===== src/rtl/adxl362_pkg.sv =====
// Shared constants for the ADXL362 SPI register responder: command codes,
// register addresses, soft-reset key, FSM state encoding and the sample record.
package adxl362_pkg;

  localparam logic [7:0] CMD_WRITE       = 8'h0A;
  localparam logic [7:0] CMD_READ        = 8'h0B;

  localparam logic [7:0] ADDR_DEVID_AD   = 8'h00;
  localparam logic [7:0] ADDR_DEVID_MST  = 8'h01;
  localparam logic [7:0] ADDR_PARTID     = 8'h02;
  localparam logic [7:0] ADDR_REVID      = 8'h03;
  localparam logic [7:0] ADDR_XDATA      = 8'h08;
  localparam logic [7:0] ADDR_YDATA      = 8'h09;
  localparam logic [7:0] ADDR_ZDATA      = 8'h0A;
  localparam logic [7:0] ADDR_STATUS     = 8'h0B;
  localparam logic [7:0] ADDR_XDATA_L    = 8'h0E;
  localparam logic [7:0] ADDR_XDATA_H    = 8'h0F;
  localparam logic [7:0] ADDR_YDATA_L    = 8'h10;
  localparam logic [7:0] ADDR_YDATA_H    = 8'h11;
  localparam logic [7:0] ADDR_ZDATA_L    = 8'h12;
  localparam logic [7:0] ADDR_ZDATA_H    = 8'h13;
  localparam logic [7:0] ADDR_TEMP_L     = 8'h14;
  localparam logic [7:0] ADDR_TEMP_H     = 8'h15;
  localparam logic [7:0] ADDR_SOFT_RESET = 8'h1F;
  localparam logic [7:0] ADDR_ABORT_CNT  = 8'h3F;
  localparam logic [3:0] RW_PAGE         = 4'h2;   // 0x20..0x2E share the upper nibble
  localparam logic [3:0] RW_POWER_CTL    = 4'hD;   // 0x2D

  localparam logic [7:0] SOFT_RESET_KEY  = 8'h52;

  typedef logic [2:0] state_t;
  localparam state_t ST_IDLE   = 3'd0;
  localparam state_t ST_CMD    = 3'd1;
  localparam state_t ST_ADDR   = 3'd2;
  localparam state_t ST_DATA   = 3'd3;
  localparam state_t ST_IGNORE = 3'd4;

  typedef struct packed {
    logic [11:0] x;
    logic [11:0] y;
    logic [11:0] z;
    logic [11:0] t;
  } sample_t;

  // Upper byte of a 12-bit two's complement value sign-extended to 16 bits.
  function automatic logic [7:0] sext_hi(input logic [11:0] v);
    return {{4{v[11]}}, v[11:8]};
  endfunction

endpackage


===== src/rtl/adxl362_spi_sync.sv =====
// Synchronizes the asynchronous SPI pins into clk_i and derives edge strobes.
// csn resets high so that leaving reset never looks like a chip-select fall.
module adxl362_spi_sync #(
  parameter int SYNC_STAGES = 2
) (
  input  logic clk_i,
  input  logic rst_i,
  input  logic sck_i,
  input  logic csn_i,
  input  logic mosi_i,
  output logic sck_rise,
  output logic sck_fall,
  output logic csn_fall,
  output logic csn_rise,
  output logic csn_s,
  output logic mosi_s
);

  logic [SYNC_STAGES-1:0] sck_q, csn_q, mosi_q;
  logic                   sck_d, csn_d;

  always_ff @(posedge clk_i or negedge rst_i) begin
    if (!rst_i) begin
      sck_q  <= '0;
      csn_q  <= '1;
      mosi_q <= '0;
      sck_d  <= 1'b0;
      csn_d  <= 1'b1;
    end else begin
      sck_q  <= {sck_q[SYNC_STAGES-2:0], sck_i};
      csn_q  <= {csn_q[SYNC_STAGES-2:0], csn_i};
      mosi_q <= {mosi_q[SYNC_STAGES-2:0], mosi_i};
      sck_d  <= sck_q[SYNC_STAGES-1];
      csn_d  <= csn_q[SYNC_STAGES-1];
    end
  end

  assign sck_rise = sck_q[SYNC_STAGES-1] & ~sck_d;
  assign sck_fall = ~sck_q[SYNC_STAGES-1] & sck_d;
  assign csn_fall = ~csn_q[SYNC_STAGES-1] & csn_d;
  assign csn_rise = csn_q[SYNC_STAGES-1] & ~csn_d;
  assign csn_s    = csn_q[SYNC_STAGES-1];
  assign mosi_s   = mosi_q[SYNC_STAGES-1];

endmodule


===== src/rtl/adxl362_spi_slave.sv =====
// ADXL362-compatible SPI mode-0 register responder running entirely on clk_i.
// Define ADXL362_ABORT_CNT_EN to add a saturating aborted-transfer counter at 0x3F.
module adxl362_spi_slave
  import adxl362_pkg::*;
#(
  parameter logic [7:0] DEVID_AD    = 8'hAD,
  parameter logic [7:0] DEVID_MST   = 8'h1D,
  parameter logic [7:0] PARTID      = 8'hF2,
  parameter logic [7:0] REVID       = 8'h01,
  parameter int         SYNC_STAGES = 2
) (
  input  logic        clk_i,
  input  logic        rst_i,
  input  logic        sck_i,
  input  logic        csn_i,
  input  logic        mosi_i,
  output logic        miso_o,
  output logic        miso_oe_o,
  input  logic [11:0] sample_x_i,
  input  logic [11:0] sample_y_i,
  input  logic [11:0] sample_z_i,
  input  logic [11:0] sample_t_i,
  input  logic        sample_valid_i,
  output logic        wr_strobe_o,
  output logic [7:0]  wr_addr_o,
  output logic [7:0]  wr_data_o,
  output logic [7:0]  power_ctl_o,
  output logic        soft_reset_o
);

  logic       sck_rise, sck_fall, csn_fall, csn_rise, csn_s, mosi_s;
  state_t     state_q;
  logic [2:0] bitcnt_q;
  logic [6:0] rx_q;
  logic [7:0] rx_next, tx_q, addr_q;
  logic       is_read_q, data_ready_q, pend_vld_q;
  logic [7:0] rw_q [16];
  sample_t    shad_q, pend_q, sample_in;
  logic       bit_evt, byte_done, rd_done, wr_done, soft_rst_hit, dr_clear;
`ifdef ADXL362_ABORT_CNT_EN
  logic [7:0] abort_cnt_q;
`endif

  adxl362_spi_sync #(.SYNC_STAGES(SYNC_STAGES)) u_sync (
    .clk_i    (clk_i),
    .rst_i    (rst_i),
    .sck_i    (sck_i),
    .csn_i    (csn_i),
    .mosi_i   (mosi_i),
    .sck_rise (sck_rise),
    .sck_fall (sck_fall),
    .csn_fall (csn_fall),
    .csn_rise (csn_rise),
    .csn_s    (csn_s),
    .mosi_s   (mosi_s)
  );

  function automatic logic is_rw(input logic [7:0] a);
    return (a[7:4] == RW_PAGE) && (a[3:0] != 4'hF);
  endfunction

  function automatic logic [7:0] reg_read(input logic [7:0] a);
    logic [7:0] v;
    v = 8'h00;
    if (is_rw(a)) v = rw_q[a[3:0]];
    else begin
      case (a)
        ADDR_DEVID_AD:  v = DEVID_AD;
        ADDR_DEVID_MST: v = DEVID_MST;
        ADDR_PARTID:    v = PARTID;
        ADDR_REVID:     v = REVID;
        ADDR_XDATA:     v = shad_q.x[11:4];
        ADDR_YDATA:     v = shad_q.y[11:4];
        ADDR_ZDATA:     v = shad_q.z[11:4];
        ADDR_STATUS:    v = {7'b0, data_ready_q};
        ADDR_XDATA_L:   v = shad_q.x[7:0];
        ADDR_XDATA_H:   v = sext_hi(shad_q.x);
        ADDR_YDATA_L:   v = shad_q.y[7:0];
        ADDR_YDATA_H:   v = sext_hi(shad_q.y);
        ADDR_ZDATA_L:   v = shad_q.z[7:0];
        ADDR_ZDATA_H:   v = sext_hi(shad_q.z);
        ADDR_TEMP_L:    v = shad_q.t[7:0];
        ADDR_TEMP_H:    v = sext_hi(shad_q.t);
`ifdef ADXL362_ABORT_CNT_EN
        ADDR_ABORT_CNT: v = abort_cnt_q;
`endif
        default:        v = 8'h00;
      endcase
    end
    return v;
  endfunction

  // A chip-select edge always wins over a coincident sck rise.
  assign rx_next      = {rx_q, mosi_s};
  assign bit_evt      = sck_rise && !csn_rise && !csn_fall && (state_q != ST_IDLE);
  assign byte_done    = bit_evt && (bitcnt_q == 3'd7);
  assign rd_done      = byte_done && (state_q == ST_DATA) && is_read_q;
  assign wr_done      = byte_done && (state_q == ST_DATA) && !is_read_q;
  assign soft_rst_hit = wr_done && (addr_q == ADDR_SOFT_RESET) && (rx_next == SOFT_RESET_KEY);
  assign dr_clear     = rd_done && (addr_q == ADDR_STATUS);
  assign sample_in    = '{x: sample_x_i, y: sample_y_i, z: sample_z_i, t: sample_t_i};

  assign miso_o      = (state_q == ST_DATA) && is_read_q && tx_q[7];
  assign miso_oe_o   = ~csn_s;
  assign power_ctl_o = rw_q[RW_POWER_CTL];

  always_ff @(posedge clk_i or negedge rst_i) begin
    if (!rst_i) begin
      state_q      <= ST_IDLE;
      bitcnt_q     <= 3'd0;
      rx_q         <= '0;
      tx_q         <= '0;
      addr_q       <= '0;
      is_read_q    <= 1'b0;
      wr_strobe_o  <= 1'b0;
      wr_addr_o    <= '0;
      wr_data_o    <= '0;
      soft_reset_o <= 1'b0;
    end else begin
      wr_strobe_o  <= 1'b0;
      soft_reset_o <= soft_rst_hit;
      // Skipping the shift at bitcnt 0 keeps the freshly loaded MSB on MISO.
      if (sck_fall && (bitcnt_q != 3'd0)) tx_q <= {tx_q[6:0], 1'b0};
      if (csn_rise) begin
        state_q  <= ST_IDLE;
        bitcnt_q <= 3'd0;
      end else if (csn_fall) begin
        state_q  <= ST_CMD;
        bitcnt_q <= 3'd0;
      end else if (bit_evt) begin
        rx_q     <= rx_next[6:0];
        bitcnt_q <= bitcnt_q + 3'd1;
      end
      if (byte_done) begin
        case (state_q)
          ST_CMD: begin
            is_read_q <= (rx_next == CMD_READ);
            state_q   <= ((rx_next == CMD_READ) || (rx_next == CMD_WRITE)) ? ST_ADDR : ST_IGNORE;
          end
          ST_ADDR: begin
            addr_q  <= rx_next;
            state_q <= ST_DATA;
            if (is_read_q) tx_q <= reg_read(rx_next);
          end
          ST_DATA: begin
            addr_q <= addr_q + 8'd1;
            if (is_read_q) tx_q <= reg_read(addr_q + 8'd1);
            else begin
              wr_strobe_o <= 1'b1;
              wr_addr_o   <= addr_q;
              wr_data_o   <= rx_next;
            end
          end
          default: ;
        endcase
      end
    end
  end

  always_ff @(posedge clk_i or negedge rst_i) begin
    if (!rst_i) begin
      for (int i = 0; i < 16; i++) rw_q[i] <= '0;
    end else if (soft_rst_hit) begin
      for (int i = 0; i < 16; i++) rw_q[i] <= '0;
    end else if (wr_done && is_rw(addr_q)) begin
      rw_q[addr_q[3:0]] <= rx_next;
    end
  end

  // Samples arriving mid-transfer are parked so a burst read stays coherent.
  always_ff @(posedge clk_i or negedge rst_i) begin
    if (!rst_i) begin
      shad_q       <= '0;
      pend_q       <= '0;
      pend_vld_q   <= 1'b0;
      data_ready_q <= 1'b0;
    end else begin
      if (dr_clear || soft_rst_hit) data_ready_q <= 1'b0;
      if (soft_rst_hit) pend_vld_q <= 1'b0;
      if (csn_rise && pend_vld_q) begin
        shad_q       <= pend_q;
        data_ready_q <= 1'b1;
        pend_vld_q   <= 1'b0;
      end
      if (sample_valid_i) begin
        if (csn_s) begin
          shad_q       <= sample_in;
          data_ready_q <= 1'b1;
        end else begin
          pend_q     <= sample_in;
          pend_vld_q <= 1'b1;
        end
      end
    end
  end

`ifdef ADXL362_ABORT_CNT_EN
  always_ff @(posedge clk_i or negedge rst_i) begin
    if (!rst_i) abort_cnt_q <= '0;
    else if (soft_rst_hit) abort_cnt_q <= '0;
    else if (csn_rise && ((bitcnt_q != 3'd0) || (state_q == ST_IGNORE)) && (abort_cnt_q != 8'hFF))
      abort_cnt_q <= abort_cnt_q + 8'd1;
  end
`endif

endmodule


===== config.mk =====
export PLATFORM = sky130hd
export DESIGN_NAME = adxl362_spi_slave
export DESIGN_NICKNAME = d
export VERILOG_FILES = /design/src/rtl/adxl362_pkg.sv /design/src/rtl/adxl362_spi_sync.sv /design/src/rtl/adxl362_spi_slave.sv
export SDC_FILE = /design/constraint.sdc
export NUM_CORES = 1
export LEC_CHECK = 0
export CORE_ASPECT_RATIO = 0.7
export CORE_MARGIN = 2
export CORE_UTILIZATION = 31
export CTS_BUF_LIST = sky130_fd_sc_hd__clkbuf_2
export DETAILED_ROUTE_END_ITERATION = 16
export PLACE_DENSITY = 0.46
export RECOVER_POWER = 100
export SLEW_MARGIN = 5
export SYNTH_ARGS = -nofsm -noshare
export SYNTH_HDL_FRONTEND = slang
export SYNTH_HIERARCHICAL = 1
export SYNTH_SLANG_ARGS = --single-unit

===== constraint.sdc =====
create_clock -name clk_i -period 5.2 [get_ports clk_i]
set_clock_uncertainty 0.05 [all_clocks]
set_input_delay 1.04 -clock clk_i [delete_from_list [all_inputs] [get_ports clk_i]]
set_output_delay 1.04 -clock clk_i [all_outputs]
set_load 0.02 [all_outputs]

Word level (Yosys, flattened, before mapping). Index checks and enable logic that the tools add are counted.

Bits in registers: 282. Output and inout bits: 28.

$add $sub $neg: 2. Magnitude comparators: 4. Equality and inequality tests: 43. Multiplexer cells: 43. Bitwise operators: 14. Reduce and logical (&&, ||, !) cells: 36.

Operator list (number): two-way mux 128 bit (2); one-hot mux 8 bit (16 select lines) (2); two-way mux 48 bit (3); bitwise mux 128 bit (1); == test 8 x 4 -> 1 bit, second input constant (13); == test 8 x 5 -> 1 bit, second input constant (13); two-way mux 8 bit (11); binary-select mux 8 bit (select 4 bit) (2); demux 8 bit (select 4 bit) (1); == test 8 x 2 -> 1 bit, second input constant (4); one-hot mux 8 bit (2 select lines) (2); two-way mux 3 bit (7); logical AND 1 bit (19); == test 8 x 1 -> 1 bit, second input constant (2); logical NOT 8 bit (2); greater-or-equal comparator 5 bit, second input constant (3); inverter 4 -> 5 bit (3); == test 4 x 2 -> 1 bit, second input constant (3); != test 4 bit, second input constant (3); two-way mux 1 bit (11); nonzero test 3 bit (3); adder 8 x 1 -> 8 bit, second input constant (1); == test 8 x 7 -> 1 bit, second input constant (1); inverter 1 bit (7); 12 further kinds (23).

Depth between registers and ports, before layout.
Depth after elaboration: 16. Depth in mapped cells: 12. Depth with buffers taken out: 8.

Cells and area by module. The synthesis kept the hierarchy.

Modules (own cells, without submodules): adxl362_spi_slave (times used 1, cells each 1497, area an instance 15388.5 µm²); adxl362_spi_sync (times used 1, cells each 12, area an instance 239.0 µm²).

Least setup slack after synthesis. No wires, ideal clock.

Path type: reg-to-reg. Start: register addr_q[0]. End: register tx_q[7]. Arrival time: 2.970 ns. Data required time: 5.011 ns. Path slack: 2.041 ns. Cell stages (with the launch flop): 13. Buffers on the path: 4. Path through: dfrtp_1 -> buf_2 -> buf_2 -> inv_1 -> ha_1 -> clkbuf_1 -> clkbuf_1 -> mux4_2 -> mux2i_1 -> mux2i_1 -> nand4_1 -> a31oi_1 -> or4_1.

Cells in the longest elaborated chain, start to end: 9. Elaborated cells between the ends (all ways): 29. Those cells by class: add/sub (1); eq/ne (17); mux (8); bitwise (1); reduce/logical (2).

Ends and longest elaborated chain: start: declaration (line adxl362_spi_slave.sv:35) `logic [7:0] rx_next, tx_q, addr_q;`; start signal: assignment (line adxl362_spi_slave.sv:141) `addr_q <= rx_next;`; start signal: assignment (line adxl362_spi_slave.sv:146) `addr_q <= addr_q + 8'd1;`; adder 8 x 1 -> 8 bit (*) (line adxl362_spi_slave.sv:147) `if (is_read_q) tx_q <= reg_read(addr_q + 8'd1);`; inverter 4 -> 5 bit (implied by the code) (line adxl362_spi_slave.sv:65) `if (is_rw(a)) v = rw_q[a[3:0]];`; binary-select mux 8 bit (select 4 bit) (line adxl362_spi_slave.sv:65); two-way mux 8 bit (implied by the code) (2 in series) (line adxl362_spi_slave.sv:65); two-way mux 8 bit (*) (line adxl362_spi_slave.sv:65); two-way mux 8 bit (*) (line adxl362_spi_slave.sv:147); one-hot mux 8 bit (2 select lines) (*) (line adxl362_spi_slave.sv:135) `case (state_q)`; two-way mux 8 bit (*) (line adxl362_spi_slave.sv:134) `if (byte_done) begin`; end signal: assignment (line adxl362_spi_slave.sv:123) `if (sck_fall && (bitcnt_q != 3'd0)) tx_q <= {tx_q[6:0], 1'b0};`; end signal: assignment (line adxl362_spi_slave.sv:143) `if (is_read_q) tx_q <= reg_read(rx_next);`; end signal: assignment (line adxl362_spi_slave.sv:147); end: declaration (line adxl362_spi_slave.sv:35).

Every way passes the cells marked *; elsewhere a longest branch is shown, timed or not. The select of a mux whose other input is x is not followed. A chain may end at the register's enable or synchronous reset.

Final worst setup path.
Start: register u_sync.csn_q[1]. End: register rw_q[52] (netlist name).

Cells in the longest elaborated chain, start to end: 11. Elaborated cells between the ends (all ways): 16. Those cells by class: mux (1); bitwise (3); reduce/logical (12).

Ends and longest elaborated chain: start: declaration (line adxl362_spi_sync.sv:19) `logic [SYNC_STAGES-1:0] sck_q, csn_q, mosi_q;`; start signal: assignment (line adxl362_spi_sync.sv:31) `csn_q <= {csn_q[SYNC_STAGES-2:0], csn_i};`; inverter 1 bit (*) (line adxl362_spi_sync.sv:40) `assign csn_fall = ~csn_q[SYNC_STAGES-1] & csn_d;`; AND 1 bit (*) (line adxl362_spi_sync.sv:40); via csn_fall (line adxl362_spi_slave.sv:31) `logic sck_rise, sck_fall, csn_fall, csn_rise, csn_s, mosi_s;`; logical NOT 1 bit (*) (line adxl362_spi_slave.sv:95) `assign bit_evt = sck_rise && !csn_rise && !csn_fall && (state_q != ST_IDLE);`; logical AND 1 bit (*) (2 in series) (line adxl362_spi_slave.sv:95); logical AND 1 bit (*) (line adxl362_spi_slave.sv:96) `assign byte_done = bit_evt && (bitcnt_q == 3'd7);`; logical AND 1 bit (*) (2 in series) (line adxl362_spi_slave.sv:98) `assign wr_done = byte_done && (state_q == ST_DATA) && !is_read_q;`; logical AND 1 bit (2 in series) (line adxl362_spi_slave.sv:99) `assign soft_rst_hit = wr_done && (addr_q == ADDR_SOFT_RESET) && (rx_next == SOFT_RESET_KEY);`; two-way mux 128 bit / nonzero test 2 bit (equally long branches); end signal: indexed assignment (line adxl362_spi_slave.sv:166) `rw_q[addr_q[3:0]] <= rx_next;`; end: declaration (line adxl362_spi_slave.sv:37) `logic [7:0] rw_q [16];`.

Mark *: on every way through the listed nets, which the timed path passes. The rest lies on a longest branch.

==> run_results.csv <==
group,metric,value,unit
placed_design,place_hpwl,36000,um
power_and_ir_drop,netSwitchingPower,1.80,mW
drt,number_of_nets_with_antenna_violations_after_routing,0,
cts,cts_buffers,76,
drt,route.vias.total,12600,
floorplan,initial_core_util,0.316,
timing,worst-slew-pin-transition,3170,ps
worst_setup_path,critPathTopFamily,"simple AND/OR/NAND/NOR gates",
cts,tritoncts_num_sinks,282,
worst_setup_path,critPathKind,"reg2reg",
yosys,synth_async_sr_flop_share,1.00,
power_and_ir_drop,power_density,296,mW/mm2
global_route,initial_antenna_violation_count,1,
cts,root_buffer,"sky130_fd_sc_hd__clkbuf_2",
global_route,globalRouteMet2Util,0.262,
power_and_ir_drop,internal_power,3.36,mW
placed_design,place_ws,1550,ps
worst_setup_path,crit_path_max_fanout,28,
global_route,vias_in_the_first_global_route,12300,
power_and_ir_drop,power.ir.vdd_worst,145,uV
yosys,ys_types,79,
yosys,sequential_cell_area_fraction_in_the_yosys_report,0.452,
yosys,synth.net_count,1571,
worst_setup_path,critical-path-max-stage-delay,970,ps
worst_setup_path,startpoint,"u_sync/csn_q[1]",
global_route,global_route.usage.met1,0.309,
power_and_ir_drop,power.sequential.fraction,0.506,
floorplan,num_rows,68,
global_route,globalRoute.totalOverflow,0,
cts,tritoncts,"built",
timing,layout_worst_path_cycle_share,0.841,
cts,clock_tree.htree_level_count,3,
hold_path,worstHoldPathType,"reg2reg",
timing,slew_headroom,-1.11,
flow_run,max_cap_violation_count,6,
final_layout,nNetsFinal,1607,
global_route,gr-usage-met3,0.0716,
final_layout,fraction_of_layout_cells_with_a_size_suffix_above_1,0.185,
floorplan,die_h,192,um
timing,drv_slew,348,
cts,clk_pin_slew,100,ps
drt,dr.first_iter.drc_count,1343,
global_route,grt.total_usage,0.202,
timing,hold_ws,310,ps
yosys,synthesis.instances,1509,
timing,rsz0062_at_grt,"no",
drt,routed_wire_length_per_instance,23.2,um
cts,clock_path_buffers,3,
floorplan,die_x,272,um
worst_setup_path,critical_path_buf_inv_count,1,
timing,final-setup-viol-count,0,
hold_path,timing.hold.worst.start,"u_sync/mosi_q[0]",
worst_setup_path,cp_slowest_cell,"sky130_fd_sc_hd__and2_0",
status,failed_checks,"max-capacitance violations, max-slew violations",
final_layout,flow.area_growth_from_synthesis,11.8,%
power_and_ir_drop,cellLeakagePower,7.62,nW
worst_setup_path,worst_r2r_startpoint,"u_sync/csn_q[1]",
worst_setup_path,cp.required,5950,ps
drt,finalWirelength,52400,um
status,outcome,"finished with violations",
drt,post-route-drc-count,0,
yosys,synth_area,0.0156,mm2
cts,post-cts-setup-buffers,0,
global_route,globalRoute.busiestLayer,"met1",
timing,period_needed,4370,ps
drt,viasPerCell,5.59,
worst_setup_path,cp_data_arrival_time,5120,ps
power_and_ir_drop,post-layout-total-power,5.17,mW
floorplan,io_pins,82,
floorplan,core-area,0.0495,mm2
yosys,post_synth_edffs,0,
cts,cts_resized,0,
placed_design,numPortBuffers,81,
global_route,grt_start_max_net_pins,119,
worst_setup_path,critical_path.cell_chain,"and2b_2 > nor3b_1 > nand4_1 > buf_4 > nor4_1 > and2_0 > mux2i_1 > nor2_1",
worst_setup_path,cp-end-kind,"flip-flop",
yosys,yosys_warnings,6,
timing,totalNegativeSetupSlack,0,ps
power_and_ir_drop,swShare,0.349,
global_route,grt_pass1_wl,79100,um
timing,max_clock_freq,229,MHz
cts,post_cts_hold_buffer_count,0,
yosys,yosys_reg_bits,282,
cts,worst_skew_pair.late_latency,1010,ps
yosys,ys.flop_type,"sky130_fd_sc_hd__dfrtp_1",
placed_design,gpl.final_weighted_congestion,0.939,
drt,detail_route.first_pass.iterations,6,
floorplan,fp.dieArea,0.0523,mm2
power_and_ir_drop,power_frac_comb,0.177,
yosys,synthesis.area_per_instance,10.4,um2
worst_setup_path,crit_path_start_kind,"flip-flop",
timing,hold_violations,0,
power_and_ir_drop,clkPwrFrac,0.317,
timing,postLayoutSetupSlackWorst,828,ps
[cells in the mapped netlist (5+ instances only)]
library cell	n	area share
sky130_fd_sc_hd__nand2_1	280	0.067
sky130_fd_sc_hd__dfrtp_1	279	0.45
sky130_fd_sc_hd__o21ai_0	139	0.045
sky130_fd_sc_hd__mux2i_1	131	0.084
sky130_fd_sc_hd__clkbuf_1	73	0.018
sky130_fd_sc_hd__nor2_1	73	0.018
sky130_fd_sc_hd__mux2_2	66	0.048
sky130_fd_sc_hd__mux4_2	61	0.088
sky130_fd_sc_hd__buf_2	58	0.019
sky130_fd_sc_hd__nand3_1	41	0.013
sky130_fd_sc_hd__and2_1	27	0.011
sky130_fd_sc_hd__a21oi_1	25	0.0080
sky130_fd_sc_hd__o21ai_1	20	0.0064
sky130_fd_sc_hd__inv_1	12	0.0029
sky130_fd_sc_hd__and3_1	11	0.0044
sky130_fd_sc_hd__o22ai_1	11	0.0044
sky130_fd_sc_hd__nand4_1	10	0.0040
sky130_fd_sc_hd__buf_4	9	0.0043
sky130_fd_sc_hd__a22oi_1	8	0.0038
sky130_fd_sc_hd__buf_1	8	0.0019
sky130_fd_sc_hd__ha_1	8	0.0064
sky130_fd_sc_hd__a221oi_1	7	0.0039
sky130_fd_sc_hd__a222oi_1	7	0.0045
sky130_fd_sc_hd__mux4_1	7	0.012
sky130_fd_sc_hd__nor2b_1	7	0.0028
sky130_fd_sc_hd__nor3_1	7	0.0022
sky130_fd_sc_hd__or4_1	7	0.0034
sky130_fd_sc_hd__a2111oi_0	6	0.0034
sky130_fd_sc_hd__a211oi_1	6	0.0029
sky130_fd_sc_hd__a22o_1	6	0.0034
sky130_fd_sc_hd__a31oi_1	6	0.0024
sky130_fd_sc_hd__nor4_1	5	0.0020
[area by class of cell]
class	instances	area, um2
fill	5044	32000
multi-input combinational	1064	7850
sequential	282	7070
timing repair buffer	108	1010
tap	665	832
clock buffer	112	561
clock inverter	14	106
inverter	13	48.8
antenna	1	2.50
[cell families after synthesis]
logic type,Yosys count,synth area share
AND/OR/NAND/NOR,502,0.148
AO/OA/AOI/OAI,284,0.112
flip-flops,282,0.452
multiplexers,265,0.231
buffers and inverters,163,0.0472
adder cells (fa/ha/maj),8,0.00641
XOR/XNOR,5,0.00328
[power by group through the flow]
| stage | combinational, mW | clock, mW | sequential, mW |
|---|---|---|---|
| after floorplan | 0.669 | 0 | 2.46 |
| after global placement | 0.906 | 0 | 2.64 |
| after detailed placement | 0.907 | 0 | 2.65 |
| after CTS | 0.909 | 1.69 | 2.60 |
| after global routing | 0.983 | 1.82 | 2.63 |
| final | 0.915 | 1.64 | 2.61 |
[per-stage QoR]
step,instances,instance area [um2],utilization
after floorplan,1509,15600,-
after global placement,2132,16900,0.340
after detailed placement,2132,16900,0.340
after CTS,2258,17500,0.354
after global routing,2259,17500,0.353
final,2259,17500,0.353
[per-layer routing]
metal  vias to the layer above  part of all wire
li1                       5549                 -
met1                      6360              0.49
met2                       631              0.38
met3                        95              0.11
met4                         0             0.021
met5                         -                 0
[worst reg2reg max path, stage by stage, from the launching register on]
cell and delay, ps:
sky130_fd_sc_hd__dfstp_1 610, sky130_fd_sc_hd__and2b_2 260, sky130_fd_sc_hd__nor3b_1 740, sky130_fd_sc_hd__nand4_1 450
sky130_fd_sc_hd__buf_4 380, sky130_fd_sc_hd__nor4_1 410, sky130_fd_sc_hd__and2_0 970, sky130_fd_sc_hd__mux2i_1 280
sky130_fd_sc_hd__nor2_1 60
[sequential cells by signal, summed over array words and instances, names as in the netlist, 7 cells and up]
register,count
power_ctl_o,8
shad_q,48
wr_addr_o,8
rw_q,120
rx_q,7
wr_data_o,8
pend_q,48
addr_q,8
tx_q,8
[cell usage in the layout, fill, tap and decap left out, types with 8 or more instances in the layout]
master                              n
sky130_fd_sc_hd__nand2_1          280
sky130_fd_sc_hd__dfrtp_1          276
sky130_fd_sc_hd__o21ai_0          154
sky130_fd_sc_hd__mux2i_1          131
sky130_fd_sc_hd__clkbuf_2         115
sky130_fd_sc_hd__nor2_1            73
sky130_fd_sc_hd__mux2_2            66
sky130_fd_sc_hd__mux4_2            61
sky130_fd_sc_hd__clkdlybuf4s50_1   48
sky130_fd_sc_hd__nand3_1           41
sky130_fd_sc_hd__dlygate4sd3_1     32
sky130_fd_sc_hd__a21oi_1           25
sky130_fd_sc_hd__buf_4             22
sky130_fd_sc_hd__and2_0            20
sky130_fd_sc_hd__inv_1             12
sky130_fd_sc_hd__and3_1            11
sky130_fd_sc_hd__o22ai_1           11
sky130_fd_sc_hd__nand4_1           10
sky130_fd_sc_hd__a22oi_1            8
sky130_fd_sc_hd__ha_1               8
sky130_fd_sc_hd__clkinv_1           8
[path summary, 6_finish.rpt]
check | end | slack, ps | depth (start not counted)
setup / recovery | rw_q[52] | 830 | 8
hold / removal | u_sync/mosi_q[1] | 310 | 0
setup reg to reg | rw_q[52] | 830 | 8
hold reg to reg | u_sync/mosi_q[1] | 310 | 0
max in group asynchronous | rw_q[27] | 1100 | 2
min in group asynchronous | pend_q[5] | 1010 | 1
No activity file was read; power rests on OpenSTA's default activity.
